**config.mk**
```make
export PLATFORM = sky130hd
export DESIGN_NAME = mc_main_control_flat
export DESIGN_NICKNAME = d
export VERILOG_FILES = /design/src/rtl/mc_main_control_if.sv /design/src/rtl/mc_main_control.sv /design/src/flat_wrapper.sv
export SDC_FILE = /design/constraint.sdc
export NUM_CORES = 1
export LEC_CHECK = 0
export ABC_AREA = 1
export BUFFER_PORTS_ARGS = -buffer_cell sky130_fd_sc_hd__buf_2
export CAP_MARGIN = 0
export CORE_MARGIN = 8
export CORE_UTILIZATION = 35
export CTS_CLUSTER_DIAMETER = 40
export DETAILED_ROUTE_END_ITERATION = 6
export GPL_TIMING_DRIVEN = 0
export PLACE_DENSITY = 0.7
export SLEW_MARGIN = 10
export SYNTH_ARGS = -nofsm -noshare
export SYNTH_HDL_FRONTEND = slang
export SYNTH_SLANG_ARGS = --single-unit
```
**constraint.sdc**
```tcl
create_clock -name clk -period 3.2 [get_ports clk]
set_clock_uncertainty 0.2 [all_clocks]
set_input_delay 0.64 -clock clk [delete_from_list [all_inputs] [get_ports clk]]
set_output_delay 0.64 -clock clk [all_outputs]
set_load 0.005 [all_outputs]
```
**src/rtl/mc_main_control_if.sv**
```systemverilog
// Control bundle between the multicycle main-control FSM (master) and the MIPS datapath (slave).
interface mc_main_control_if;
    logic [5:0] op;
    logic       zero;
    logic       mem_ready;
    logic       pc_en;
    logic       iord;
    logic       memread;
    logic       memwrite;
    logic       irwrite;
    logic       regdst;
    logic       memtoreg;
    logic       regwrite;
    logic       alusrca;
    logic [1:0] alusrcb;
    logic       zext;
    logic [1:0] pcsource;
    logic [1:0] aluop;
    logic       bad_op;
    logic [3:0] state;

    modport master (
        input  op, zero, mem_ready,
        output pc_en, iord, memread, memwrite, irwrite, regdst, memtoreg, regwrite,
               alusrca, alusrcb, zext, pcsource, aluop, bad_op, state
    );

    modport slave (
        output op, zero, mem_ready,
        input  pc_en, iord, memread, memwrite, irwrite, regdst, memtoreg, regwrite,
               alusrca, alusrcb, zext, pcsource, aluop, bad_op, state
    );
endinterface

```
**src/rtl/mc_main_control.sv**
```systemverilog
// Multicycle MIPS main control FSM; outputs are a Moore decode of the state register.
// Optional jump support is enabled by defining MC_JUMP_EN.
module mc_main_control (
    input  logic               clk,
    input  logic               rst_n,
    mc_main_control_if.master  bus
);
    typedef enum logic [3:0] {
        S_IF    = 4'd0,
        S_ID    = 4'd1,
        S_MADDR = 4'd2,
        S_MRD   = 4'd3,
        S_MWB   = 4'd4,
        S_MWR   = 4'd5,
        S_REX   = 4'd6,
        S_RWB   = 4'd7,
        S_BR    = 4'd8,
        S_IEX   = 4'd9,
        S_IWB   = 4'd10,
        S_JMP   = 4'd11
    } state_t;

    localparam logic [5:0] OP_RTYPE = 6'b000000;
    localparam logic [5:0] OP_J     = 6'b000010;
    localparam logic [5:0] OP_BEQ   = 6'b000100;
    localparam logic [5:0] OP_BNE   = 6'b000101;
    localparam logic [5:0] OP_ADDI  = 6'b001000;
    localparam logic [5:0] OP_SLTI  = 6'b001010;
    localparam logic [5:0] OP_ANDI  = 6'b001100;
    localparam logic [5:0] OP_ORI   = 6'b001101;
    localparam logic [5:0] OP_XORI  = 6'b001110;
    localparam logic [5:0] OP_LW    = 6'b100011;
    localparam logic [5:0] OP_SW    = 6'b101011;

    state_t state_q;

    function automatic logic op_legal(input logic [5:0] o);
        case (o)
            OP_RTYPE, OP_LW, OP_SW, OP_BEQ, OP_BNE,
            OP_ADDI, OP_ANDI, OP_ORI, OP_XORI, OP_SLTI: op_legal = 1'b1;
`ifdef MC_JUMP_EN
            OP_J:                                       op_legal = 1'b1;
`endif
            default:                                    op_legal = 1'b0;
        endcase
    endfunction

    always_ff @(posedge clk or negedge rst_n) begin
        if (!rst_n) begin
            state_q <= S_IF;
        end else begin
            case (state_q)
                S_IF:    if (bus.mem_ready) state_q <= S_ID;
                S_ID: begin
                    case (bus.op)
                        OP_RTYPE:                              state_q <= S_REX;
                        OP_LW, OP_SW:                          state_q <= S_MADDR;
                        OP_BEQ, OP_BNE:                        state_q <= S_BR;
                        OP_ADDI, OP_ANDI, OP_ORI, OP_XORI,
                        OP_SLTI:                               state_q <= S_IEX;
`ifdef MC_JUMP_EN
                        OP_J:                                  state_q <= S_JMP;
`endif
                        default:                               state_q <= S_IF;
                    endcase
                end
                S_MADDR: state_q <= (bus.op == OP_SW) ? S_MWR : S_MRD;
                S_MRD:   if (bus.mem_ready) state_q <= S_MWB;
                S_MWR:   if (bus.mem_ready) state_q <= S_IF;
                S_REX:   state_q <= S_RWB;
                S_IEX:   state_q <= S_IWB;
                // Every other reachable state, and any stray encoding, returns to fetch.
                default: state_q <= S_IF;
            endcase
        end
    end

    // Outputs are held at zero for the whole time rst_n is low, not just after the next edge.
    always_comb begin
        bus.pc_en    = 1'b0;
        bus.iord     = 1'b0;
        bus.memread  = 1'b0;
        bus.memwrite = 1'b0;
        bus.irwrite  = 1'b0;
        bus.regdst   = 1'b0;
        bus.memtoreg = 1'b0;
        bus.regwrite = 1'b0;
        bus.alusrca  = 1'b0;
        bus.alusrcb  = 2'b00;
        bus.zext     = 1'b0;
        bus.pcsource = 2'b00;
        bus.aluop    = 2'b00;
        bus.bad_op   = 1'b0;
        bus.state    = 4'd0;
        if (rst_n) begin
            case (state_q)
                S_IF: begin
                    bus.memread = 1'b1;
                    bus.alusrcb = 2'b01;
                    bus.irwrite = bus.mem_ready;
                    bus.pc_en   = bus.mem_ready;
                    bus.state   = state_q;
                end
                S_ID: begin
                    bus.alusrcb = 2'b11;
                    bus.bad_op  = ~op_legal(bus.op);
                    bus.state   = state_q;
                end
                S_MADDR: begin
                    bus.alusrca = 1'b1;
                    bus.alusrcb = 2'b10;
                    bus.state   = state_q;
                end
                S_MRD: begin
                    bus.memread = 1'b1;
                    bus.iord    = 1'b1;
                    bus.state   = state_q;
                end
                S_MWB: begin
                    bus.memtoreg = 1'b1;
                    bus.regwrite = 1'b1;
                    bus.state    = state_q;
                end
                S_MWR: begin
                    bus.memwrite = 1'b1;
                    bus.iord     = 1'b1;
                    bus.state    = state_q;
                end
                S_REX: begin
                    bus.alusrca = 1'b1;
                    bus.aluop   = 2'b10;
                    bus.state   = state_q;
                end
                S_RWB: begin
                    bus.regdst   = 1'b1;
                    bus.regwrite = 1'b1;
                    bus.state    = state_q;
                end
                S_BR: begin
                    // op[0] distinguishes bne (1) from beq (0).
                    bus.alusrca  = 1'b1;
                    bus.pcsource = 2'b01;
                    bus.aluop    = bus.op[0] ? 2'b11 : 2'b01;
                    bus.pc_en    = bus.op[0] ? ~bus.zero : bus.zero;
                    bus.state    = state_q;
                end
                S_IEX: begin
                    bus.alusrca = 1'b1;
                    bus.alusrcb = 2'b10;
                    bus.aluop   = 2'b10;
                    bus.zext    = (bus.op == OP_ANDI) || (bus.op == OP_ORI) || (bus.op == OP_XORI);
                    bus.state   = state_q;
                end
                S_IWB: begin
                    bus.regwrite = 1'b1;
                    bus.state    = state_q;
                end
`ifdef MC_JUMP_EN
                S_JMP: begin
                    bus.pc_en    = 1'b1;
                    bus.pcsource = 2'b10;
                    bus.state    = state_q;
                end
`endif
                default: ;
            endcase
        end
    end
endmodule

```
**src/flat_wrapper.sv**
```systemverilog
// flat-port wrapper written by rule: the top's interface ports become plain ports
module mc_main_control_flat 
  (clk, rst_n, bus_op, bus_zero, bus_mem_ready, bus_pc_en, bus_iord, bus_memread, bus_memwrite, bus_irwrite, bus_regdst, bus_memtoreg, bus_regwrite, bus_alusrca, bus_alusrcb, bus_zext, bus_pcsource, bus_aluop, bus_bad_op, bus_state);
  mc_main_control_if bus_i ();
  input  logic clk;
  input  logic rst_n;
  input wire logic [$bits(bus_i.op)-1:0] bus_op;
  input wire logic [$bits(bus_i.zero)-1:0] bus_zero;
  input wire logic [$bits(bus_i.mem_ready)-1:0] bus_mem_ready;
  output wire logic [$bits(bus_i.pc_en)-1:0] bus_pc_en;
  output wire logic [$bits(bus_i.iord)-1:0] bus_iord;
  output wire logic [$bits(bus_i.memread)-1:0] bus_memread;
  output wire logic [$bits(bus_i.memwrite)-1:0] bus_memwrite;
  output wire logic [$bits(bus_i.irwrite)-1:0] bus_irwrite;
  output wire logic [$bits(bus_i.regdst)-1:0] bus_regdst;
  output wire logic [$bits(bus_i.memtoreg)-1:0] bus_memtoreg;
  output wire logic [$bits(bus_i.regwrite)-1:0] bus_regwrite;
  output wire logic [$bits(bus_i.alusrca)-1:0] bus_alusrca;
  output wire logic [$bits(bus_i.alusrcb)-1:0] bus_alusrcb;
  output wire logic [$bits(bus_i.zext)-1:0] bus_zext;
  output wire logic [$bits(bus_i.pcsource)-1:0] bus_pcsource;
  output wire logic [$bits(bus_i.aluop)-1:0] bus_aluop;
  output wire logic [$bits(bus_i.bad_op)-1:0] bus_bad_op;
  output wire logic [$bits(bus_i.state)-1:0] bus_state;
  assign bus_i.op = bus_op;
  assign bus_i.zero = bus_zero;
  assign bus_i.mem_ready = bus_mem_ready;
  assign bus_pc_en = bus_i.pc_en;
  assign bus_iord = bus_i.iord;
  assign bus_memread = bus_i.memread;
  assign bus_memwrite = bus_i.memwrite;
  assign bus_irwrite = bus_i.irwrite;
  assign bus_regdst = bus_i.regdst;
  assign bus_memtoreg = bus_i.memtoreg;
  assign bus_regwrite = bus_i.regwrite;
  assign bus_alusrca = bus_i.alusrca;
  assign bus_alusrcb = bus_i.alusrcb;
  assign bus_zext = bus_i.zext;
  assign bus_pcsource = bus_i.pcsource;
  assign bus_aluop = bus_i.aluop;
  assign bus_bad_op = bus_i.bad_op;
  assign bus_state = bus_i.state;
  mc_main_control u_core (.clk(clk), .rst_n(rst_n), .bus(bus_i));
endmodule
```
==> flow_metrics.env, run 1 <==
export IMPL_ys_warn_count=0
export IMPL_highest_layer="met4"
export IMPL_place_hpwl_um=1570
export IMPL_regMostFlops="u_core.state_q"
export IMPL_synth_cell_types=20
export IMPL_timing_rr_end="u_core.state_q[0]"
export IMPL_cts_tree="built"
export IMPL_cpMaxStageDelayCell="clkbuf_1"
export IMPL_clk_path_buf_depth=2
export IMPL_period_minus_slack_ns=2.41
export IMPL_crit_family="buffers and inverters"
export IMPL_cts_htree_levels=1
export IMPL_critPathLaunchType="primary input"
export IMPL_worstPathMaxFanout=10
export IMPL_nFillCells=174
export IMPL_r2r_start="u_core.state_q[3]"
export IMPL_reg2reg_depth=8
export IMPL_cts_setup_buffers=0
export IMPL_slew_violations=0
export IMPL_drt_iter0_drc=21
export IMPL_wl_met2_um=887
export IMPL_routed_wl_um=1790
export IMPL_end_kind="output pin"
export IMPL_final_area_sq_um=773
export IMPL_powerDensity_nw_per_um2=652
export IMPL_area_delta_synth_final_pct=32.1
export IMPL_reg2reg_slack_ns=1.71
export IMPL_finalSetupTns_ns=0
export IMPL_worstHoldPathType="primary input to asynchronous set/reset pin"
export IMPL_via_per_inst=4.98
export IMPL_firstDrtPassIters=4
export IMPL_reg_top3="u_core.state_q: 4 flops"
export IMPL_antenna_found_initial=0
export IMPL_io_buffers=29
export IMPL_async_flop_share_pct=100
export IMPL_die_h_um=56.9
export IMPL_wl_met1_um=723
export IMPL_nets=158
export IMPL_design_core_area_sq_um=1540
export IMPL_ys_ff_latch=4
export IMPL_cellLeakagePower_nw=0.517
export IMPL_grt_max_degree=11
export IMPL_finalNonFillerCells=162
export IMPL_grt_pass1_vias=767
export IMPL_grt_setup_unrepaired="false"
export IMPL_yosysTopAreaCell="nand2_1"
export IMPL_post_drt_wl_per_cell_um=11.0
export IMPL_drive_gt1_share_pct=28.8
export IMPL_path_class="primary input to output pin"
export IMPL_cap_viol_max_count=0
export IMPL_synth_most_common_cell="nand2_1"
export IMPL_syn_nets=124
export IMPL_overflow=0
export IMPL_power_total_uw=504
export IMPL_crit_chain="buf_2, inv_1, clkbuf_1, o22ai_1, buf_2"
export IMPL_cts_buffers=3
export IMPL_grt_pass1_wl_um=3240
export IMPL_synth_edff_count=0
export IMPL_placed_cell_area_sq_um=751
export IMPL_synth_cells=114
export IMPL_ant_nets=0
export IMPL_clock_sink_count=4
export IMPL_dieArea_sq_um=3240
export IMPL_clk_latency_ns=0.23
export IMPL_clkTransAtPathRegs_ns=0.04
export IMPL_synth_top_area_share_pct=19.2
export IMPL_dp_cells=159
export IMPL_status="complete, no violations"
export IMPL_die_x_um=56.9
export IMPL_vias=807
export IMPL_irDropWorstVdd_mv=0.226
export IMPL_cp_common_cell="buf_2"
export IMPL_cts_hold_buf=0
export IMPL_hold_slack_ns=0.0356
export IMPL_post_cts_resized=0
export IMPL_synth_main_ff_cell="dfrtp_1"
export IMPL_crit_buf_inv=4
export IMPL_grt_usage_pct=11.6
export IMPL_max_freq_ghz=0.415
export IMPL_ys_seq_area_share_pct=17.1
export IMPL_hold_viol=0
export IMPL_setup_viol=0
export IMPL_io_pins=31
export IMPL_antenna_cells=0
export IMPL_netlist_top_cells_area="nand2_1, dfrtp_1, inv_1"
export IMPL_netlist_area_sq_um=586
export IMPL_arrival_ns=1.57
export IMPL_netlist_top_cells_count="nand2_1, inv_1, nor2_1"
export IMPL_largest_reg_flops=4
export IMPL_rows=14
export IMPL_fin_crit_sh_pct=75.4
export IMPL_cp_required_ns=2.36
export IMPL_slowest_delay_ns=0.37
export IMPL_met3_length_um=160
export IMPL_drcViolationCount=0
export IMPL_avgSynthCellArea_sq_um=5.14
export IMPL_ctsRootBufferMaster="clkbuf_4"
export IMPL_place_gp_congestion=0.839
export IMPL_start_util_pct=38.0
==> cells in the final DEF (no fill, tap or decap), drive strengths merged <==
| master | instances |
|---|---|
| nand2 | 33 |
| buf | 30 |
| inv | 23 |
| nor2 | 21 |
| nand3 | 11 |
| a21oi | 7 |
| nor3 | 6 |
| dfrtp | 4 |
| clkbuf | 4 |
| o22ai | 2 |
| a211oi | 1 |
| xnor2 | 1 |
| nand4 | 1 |
| o21ai | 1 |
| conb | 1 |
==> metrics by stage <==
| step | setup slack [ns] | util, % |
|---|---|---|
| floorplan | 1.25 | - |
| global placement | 0.804 | 48.7 |
| detailed placement | 0.785 | 48.7 |
| CTS | 0.788 | 50.2 |
| global route | 0.696 | 50.2 |
| finish | 0.788 | 50.2 |
==> final cells by class <==
class / count / area, sq um / share of cell area (%)
multi-input combinational: 85 / 388 / 50.2
tap: 16 / 20.0 / 2.59
inverter: 23 / 86.3 / 11.2
sequential: 4 / 100 / 12.9
clock buffer: 3 / 22.5 / 2.91
buffer: 2 / 11.3 / 1.46
timing repair buffer: 29 / 145 / 18.8
==> report_power, final <==
group | internal, mW | switching (mW)
Combinational | 0.124 | 0.220
Clock | 0.0419 | 0.0199
Sequential | 0.0700 | 0.0281
Total | 0.236 | 0.268
==> worst max-delay path by stage <==
| stage | from | endpoint | slack (ns) | cells past startpoint |
|---|---|---|---|---|
| 2_1_floorplan | rst_n | bus_pc_en | 1.25 | 3 |
| 6_report | rst_n | bus_aluop[1] | 0.79 | 5 |
| 3_5_place_dp | rst_n | bus_aluop[1] | 0.78 | 5 |
| 3_3_place_gp | rst_n | bus_aluop[1] | 0.80 | 5 |
| 4_1_cts | rst_n | bus_aluop[1] | 0.79 | 5 |
| 5_1_grt | rst_n | bus_aluop[1] | 0.70 | 5 |
==> per-layer routing <==
layer	GRT usage, %	vias up
li1	-	419
met1	12.6	363
met5	0	-
met3	5.17	2
met2	20.0	23
met4	3.02	0
==> kinds of logic (layout without fill, tap and decap cells) <==
family	after synthesis	after routing	share of synthesized area [%]
AOI/OAI and AO/OA	11	11	10.9
buffers and inverters	25	57	16.7
DFF	4	4	17.1
and+or+nand+nor	72	72	53.2
other	1	1	0.640
xor gates and xnor gates	1	1	1.50
Note: power is estimated with default switching activity, not from simulation.
==> inputs of run 2 (changes only) <==
--- a/config.mk
+++ b/config.mk
@@ -5,7 +5,7 @@
 export SDC_FILE = /design/constraint.sdc
 export NUM_CORES = 1
 export LEC_CHECK = 0
-export ABC_AREA = 1
+export ABC_AREA = 0
 export BUFFER_PORTS_ARGS = -buffer_cell sky130_fd_sc_hd__buf_2
 export CAP_MARGIN = 0
 export CORE_MARGIN = 8
@@ -13,7 +13,7 @@
 export CTS_CLUSTER_DIAMETER = 40
 export DETAILED_ROUTE_END_ITERATION = 6
 export GPL_TIMING_DRIVEN = 0
-export PLACE_DENSITY = 0.7
+export PLACE_DENSITY = 0.72
 export SLEW_MARGIN = 10
 export SYNTH_ARGS = -nofsm -noshare
 export SYNTH_HDL_FRONTEND = slang
==> constraint.sdc (replaced) <==
create_clock -name clk -period 2 [get_ports clk]
set_clock_uncertainty 0.2 [all_clocks]
set_input_delay 0.4 -clock clk [delete_from_list [all_inputs] [get_ports clk]]
set_output_delay 0.4 -clock clk [all_outputs]
set_load 0.005 [all_outputs]
==> run 2 against run 1 <==
  * The run now ends with setup timing left
  * Hold slack better by 0.27 ns
  * Global-route usage up 0.88 points
  * Sequential share of layout area down 2.2 points
  * Utilization up 6.5 points
  * Routed wire length up 21%
  * Sequential power up 45%
  * Total power up 98%
  * Via count down 2.1%
  * Synthesized cell count down 25%
  * Critical path depth down 1
  * Synthesized area up 2.4%
  * Final cell count down 12%
  * Largest cell class unchanged
==> flow_metrics.env, run 2 <==
export IMPL_yosysTopAreaCell="dfrtp_1"
export IMPL_drcViolationCount=0
export IMPL_multi_input_area_sq_um=541
export IMPL_routed_wl_um=2170
export IMPL_ys_seq_area_share_pct=16.7
export IMPL_layout_commonest_cell="buf_2"
export IMPL_async_flop_share_pct=100
export IMPL_nFillCells=168
export IMPL_firstDrtPassIters=4
export IMPL_synth_edff_count=0
export IMPL_via_per_inst=5.52
export IMPL_antenna_cells=0
export IMPL_timing_rr_end="u_core.state_q[2]"
export IMPL_largest_reg_flops=4
export IMPL_io_buffers=29
export IMPL_ctsRootBufferMaster="clkbuf_4"
export IMPL_reg_top3="u_core.state_q: 4 flops"
export IMPL_end_kind="output pin"
export IMPL_cp_required_ns=1.40
export IMPL_seqCellArea_sq_um=101
export IMPL_grt_setup_unrepaired="true"
export IMPL_grt_pass1_wl_um=3470
export IMPL_netlist_top_cells_count="nor2_1, nand2b_1, nand2_1"
export IMPL_cap_viol_max_count=0
export IMPL_antenna_found_initial=0
export IMPL_worstHoldPathType="primary input to flip-flop"
export IMPL_reg2reg_depth=4
export IMPL_synth_most_common_cell="nor2_1"
export IMPL_synth_cell_types=39
export IMPL_vias=790
export IMPL_setup_ws_ns=-0.0348
export IMPL_setup_viol=2
export IMPL_synth_top_area_share_pct=16.7
export IMPL_clk_latency_ns=0.23
export IMPL_r2r_start="u_core.state_q[1]"
export IMPL_placed_cell_area_sq_um=766
export IMPL_place_hpwl_um=1490
export IMPL_post_drt_wl_per_cell_um=15.2
export IMPL_critPathLaunchType="flip-flop"
export IMPL_overflow=0
export IMPL_violations="setup timing"
export IMPL_start_util_pct=35.9
export IMPL_worstHoldStart="bus_op[3]"
export IMPL_avgSynthCellArea_sq_um=6.97
export IMPL_rows=15
export IMPL_worstPathMaxFanout=10
export IMPL_path_class="flip-flop to output pin"
export IMPL_netlist_top_cells_area="dfrtp_1, nand2b_1, nor2_1"
export IMPL_cts_htree_levels=1
export IMPL_place_gp_congestion=0.845
export IMPL_cts_tree="built"
export IMPL_final_cell_mix="buf_2, nor2_1, buf_4, nand2_1"
export IMPL_cts_buffers=3
export IMPL_ant_nets=0
export IMPL_clock_sink_count=4
export IMPL_max_freq_ghz=0.491
export IMPL_dieArea_sq_um=3290
export IMPL_drt_iter0_drc=11
export IMPL_fin_crit_sh_pct=102
export IMPL_grt_pass1_vias=795
export IMPL_syn_nets=96
export IMPL_hold_end="u_core.state_q[2]"
export IMPL_period_minus_slack_ns=2.03
export IMPL_drive_gt1_share_pct=50.8
export IMPL_regMostFlops="u_core.state_q"
export IMPL_die_x_um=57.4
export IMPL_reg2reg_slack_ns=0.53
export IMPL_slew_violations=0
export IMPL_powerDensity_nw_per_um2=1060
export IMPL_arrival_ns=1.43
export IMPL_status="finished with violations"
export IMPL_die_h_um=57.4
export IMPL_netlist_area_sq_um=599
export IMPL_design_core_area_sq_um=1670
export IMPL_synth_cells=86
export IMPL_grt_max_degree=11
export IMPL_ys_warn_count=0
export IMPL_final_area_sq_um=947
export IMPL_cellLeakagePower_nw=0.458
export IMPL_irDropWorstVdd_mv=0.374
export IMPL_area_delta_synth_final_pct=58.0
export IMPL_pre_cts_slack_ns=-0.107
export IMPL_min_path_cells=3
export IMPL_hold_viol=0
export IMPL_io_pins=31
export IMPL_ys_ff_latch=4
export IMPL_synth_main_ff_cell="dfrtp_1"
export IMPL_crit_start="u_core.state_q[1]"
export IMPL_nets=138
export IMPL_grt_usage_pct=12.5
export IMPL_clkTransAtPathRegs_ns=0.04
export IMPL_clk_path_buf_depth=2
[run 2: cell count changes in the layout (fill, tap and decap cells not counted), sizes merged, moves of 5 or more]
cell | before | now
nand2 | 33 | 6
inv | 23 | 1
buf | 30 | 42
nor2 | 21 | 9
nand3 | 11 | 2
nand2b | 0 | 7
o21ai | 1 | 6
[run 2: layout make-up]
type / instances / share of cell area [%]
Timing Repair Buffer: 38 / 23.1
Tap cell: 17 / 2.25
Buffer: 6 / 4.10
Multi-Input combinational cell: 74 / 57.1
Clock buffer: 3 / 2.38
Sequential cell: 4 / 10.7
Inverter: 1 / 0.396
[run 2: where the power goes]
part / total (mW) / internal [mW] / switching, mW
clock network: 0.0997 / 0.0671 / 0.0326
logic: 0.758 / 0.373 / 0.386
registers: 0.142 / 0.111 / 0.0310
total: 1.00 / 0.551 / 0.449
[run 2: logic make-up (layout without fill, tap and decap cells)]
family | count (synthesis) | count (layout) | share of synthesized area, %
other | 1 | 1 | 0.626
DFF | 4 | 4 | 16.7
buffers and inverters | 8 | 48 | 7.52
AOI/OAI and AO/OA | 22 | 22 | 25.1
xor gates and xnor gates | 2 | 2 | 2.92
muxes | 1 | 1 | 1.67
and+or+nand+nor | 48 | 48 | 45.5
[run 2: what timing repair did]
action                                  4_1_cts  5_1_grt
hold buffers                                  1        0
gates resized for setup                      13       10
buffers inserted                              4        4
endpoints found under the setup margin       13       14
endpoints found under the hold margin         4        0
pin swaps                                     2        6
[run 2: worst max path at each step]
stage / end / cells past startpoint
3_5_place_dp: bus_bad_op / 5
4_1_cts: bus_zext / 4
2_1_floorplan: bus_zext / 2
5_1_grt: bus_zext / 4
6_report: bus_zext / 4
3_3_place_gp: bus_bad_op / 5
[run 2: per-layer routing]
metal / vias up / routed length (um) / share of wire, % / track usage [%]
met5: - / 0 / 0 / 0
met4: 0 / 0 / 0 / 3.21
met3: 0 / 161 / 7.4 / 4.93
met2: 27 / 1060 / 49 / 21.2
met1: 374 / 949 / 44 / 14.1
li1: 389 / - / - / -
[run 2: worst max-delay path: stages (launching register included)]
cell and delay [ns]:
dfrtp_1 0.38, buf_6 0.15, nand2b_4 0.18, a2111oi_2 0.33
buf_2 0.17
[run 2: stage by stage]
step	setup TNS, ns	utilization, %	hold slack, ns	cells	power [mW]
2_1_floorplan	0	-	-0.0956	86	0.503
3_3_place_gp	-0.243	45.8	0.0700	132	0.670
3_5_place_dp	-0.256	45.8	0.0739	132	0.678
4_1_cts	-0.0837	52.4	0.300	139	0.898
5_1_grt	-0.504	56.7	0.316	143	1.07
6_report	-0.0497	56.7	0.304	143	1.00
==> inputs of run 3 (changes only) <==
--- a/config.mk
+++ b/config.mk
@@ -9,11 +9,11 @@
 export BUFFER_PORTS_ARGS = -buffer_cell sky130_fd_sc_hd__buf_2
 export CAP_MARGIN = 0
 export CORE_MARGIN = 8
-export CORE_UTILIZATION = 35
+export CORE_UTILIZATION = 44
 export CTS_CLUSTER_DIAMETER = 40
 export DETAILED_ROUTE_END_ITERATION = 6
 export GPL_TIMING_DRIVEN = 0
-export PLACE_DENSITY = 0.72
+export PLACE_DENSITY = 0.83
 export SLEW_MARGIN = 10
 export SYNTH_ARGS = -nofsm -noshare
 export SYNTH_HDL_FRONTEND = slang
==> constraint.sdc (replaced) <==
create_clock -name clk -period 1.95 [get_ports clk]
set_clock_uncertainty 0.2 [all_clocks]
set_input_delay 0.39 -clock clk [delete_from_list [all_inputs] [get_ports clk]]
set_output_delay 0.39 -clock clk [all_outputs]
set_load 0.005 [all_outputs]
==> run 3 against run 2 <==
  * The flow still finishes with violations (setup timing)
  * Combinational power up 20%
  * First-iteration DRC count increased to 2.7 times the previous value
  * Non-clock buffer count is 6 higher
  * Total power is 17% higher
  * Register-to-register slack worse by 0.32 ns
  * Clock power rose by 7%
  * Largest power group unchanged
==> flow_metrics.env, run 3 (synthesized netlist as in run 2, its figures left out) <==
export IMPL_status="finished with violations"
export IMPL_violations="setup timing"
export IMPL_fin_crit_sh_pct=106
export IMPL_clock_sink_count=4
export IMPL_start_util_pct=46.6
export IMPL_max_freq_ghz=0.486
export IMPL_powerDensity_nw_per_um2=1120
export IMPL_overflow=0
export IMPL_cts_htree_levels=1
export IMPL_firstDrtPassIters=5
export IMPL_irDropWorstVdd_mv=0.539
export IMPL_worstPathMaxFanout=6
export IMPL_ant_nets=0
export IMPL_antenna_cells=0
export IMPL_design_core_area_sq_um=1280
export IMPL_period_minus_slack_ns=2.06
export IMPL_cellLeakagePower_nw=0.499
export IMPL_clk_latency_ns=0.24
export IMPL_regMostFlops="u_core.state_q"
export IMPL_hold_slack_ns=0.283
export IMPL_critPathLaunchType="flip-flop"
export IMPL_largest_reg_flops=4
export IMPL_layout_commonest_cell="buf_2"
export IMPL_place_gp_congestion=0.874
export IMPL_final_cell_mix="buf_2, buf_4, nor2_1, buf_6, nand2_1"
export IMPL_multi_input_area_sq_um=574
export IMPL_path_class="flip-flop to output pin"
export IMPL_drt_iter0_drc=30
export IMPL_io_pins=31
export IMPL_cap_viol_max_count=0
export IMPL_seqCellArea_sq_um=104
export IMPL_post_drt_wl_per_cell_um=18.0
export IMPL_grt_pass1_vias=779
export IMPL_vias=902
export IMPL_die_x_um=52.9
export IMPL_grt_usage_pct=15.5
export IMPL_clkTransAtPathRegs_ns=0.04
export IMPL_crit_chain="nand2b_4, or2_4, nor4b_2, buf_2"
export IMPL_io_buffers=29
export IMPL_cts_buffers=3
export IMPL_drcViolationCount=0
export IMPL_finalSetupTns_ns=-0.489
export IMPL_cts_tree="built"
export IMPL_grt_pass1_wl_um=3420
export IMPL_arrival_ns=1.47
export IMPL_setup_viol=10
export IMPL_area_delta_synth_final_pct=73.9
export IMPL_setup_ws_ns=-0.108
export IMPL_rows=13
export IMPL_nFillCells=85
export IMPL_slowest_delay_ns=0.45
export IMPL_reg_top3="u_core.state_q: 4 flops"
export IMPL_power_total_mw=1.17
export IMPL_routed_wl_um=2640
export IMPL_grt_max_degree=12
export IMPL_clk_path_buf_depth=2
export IMPL_hold_viol=0
export IMPL_end_kind="output pin"
export IMPL_pre_cts_slack_ns=-0.145
export IMPL_crit_family="simple AND/OR/NAND/NOR gates"
export IMPL_worstHoldPathType="primary input to flip-flop"
export IMPL_die_h_um=52.9
export IMPL_dieArea_sq_um=2800
export IMPL_slew_violations=0
export IMPL_cp_required_ns=1.36
export IMPL_place_hpwl_um=1460
export IMPL_antenna_found_initial=0
export IMPL_nets=144
export IMPL_grt_setup_unrepaired="true"
export IMPL_drive_gt1_share_pct=59.1
export IMPL_crit_buf_inv=1
export IMPL_via_per_inst=6.14
export IMPL_cpMaxStageDelayCell="dfrtp_2"
export IMPL_ctsRootBufferMaster="clkbuf_4"
-- run 3: repair_timing --
item | in CTS | in global routing
hold buffers | 1 | 0
setup endpoints to repair | 16 | 16
buffers inserted | 7 | 8
pin swaps | 3 | 8
gates resized for setup | 14 | 25
endpoints found under the hold margin | 4 | 0
-- run 3: final cells by class --
class,instances,area share [%]
sequential,4,9.96
timing repair buffer,45,27.1
inverter,1,0.360
multi-input combinational,74,55.1
tap,15,1.80
buffer,5,3.48
clock buffer,3,2.16
-- run 3: metal layers --
layer	vias up	routed length (um)	share of wire (%)	global-route usage, %
li1	399	-	-	-
met1	441	1030	39	16.8
met2	56	1350	51	29.1
met3	6	190	7.2	3.64
met4	0	68	2.6	3.45
met5	-	0	0	0
-- run 3: path summary, 6_finish.rpt --
kind / endpoint / slack [ns] / cells past startpoint / from
worst max-delay path: bus_irwrite / -0.11 / 4 / u_core.state_q[2]
worst min-delay path: u_core.state_q[2] / 0.28 / 3 / bus_op[3]
worst max register to register: u_core.state_q[2] / 0.21 / 6 / u_core.state_q[1]
worst min register to register: u_core.state_q[0] / 0.51 / 2 / u_core.state_q[3]
max in group asynchronous: u_core.state_q[3] / 0.86 / 2 / rst_n
min in group asynchronous: u_core.state_q[0] / 0.49 / 2 / rst_n
-- run 3: metrics by stage --
| step | cell area [sq um] | std cells | utilization (%) |
|---|---|---|---|
| 6_report | 1040 | 147 | 81.1 |
| 5_1_grt | 1040 | 147 | 81.1 |
| 4_1_cts | 900 | 139 | 70.0 |
| 3_5_place_dp | 763 | 130 | 59.4 |
| 3_3_place_gp | 763 | 130 | 59.4 |
| 2_1_floorplan | 599 | 86 | - |
-- run 3: tightest hold or removal path, stage by stage --
cell and delay [ns]:
buf_2 0.12, nand4_1 0.08, a311oi_1 0.09
-- run 3: report_power, final --
part           internal (mW)  leakage [nW]  switching, mW
combinational          0.444         0.436          0.463
clock                 0.0691        0.0138         0.0378
sequential             0.116        0.0490         0.0400
total                  0.629         0.499          0.541
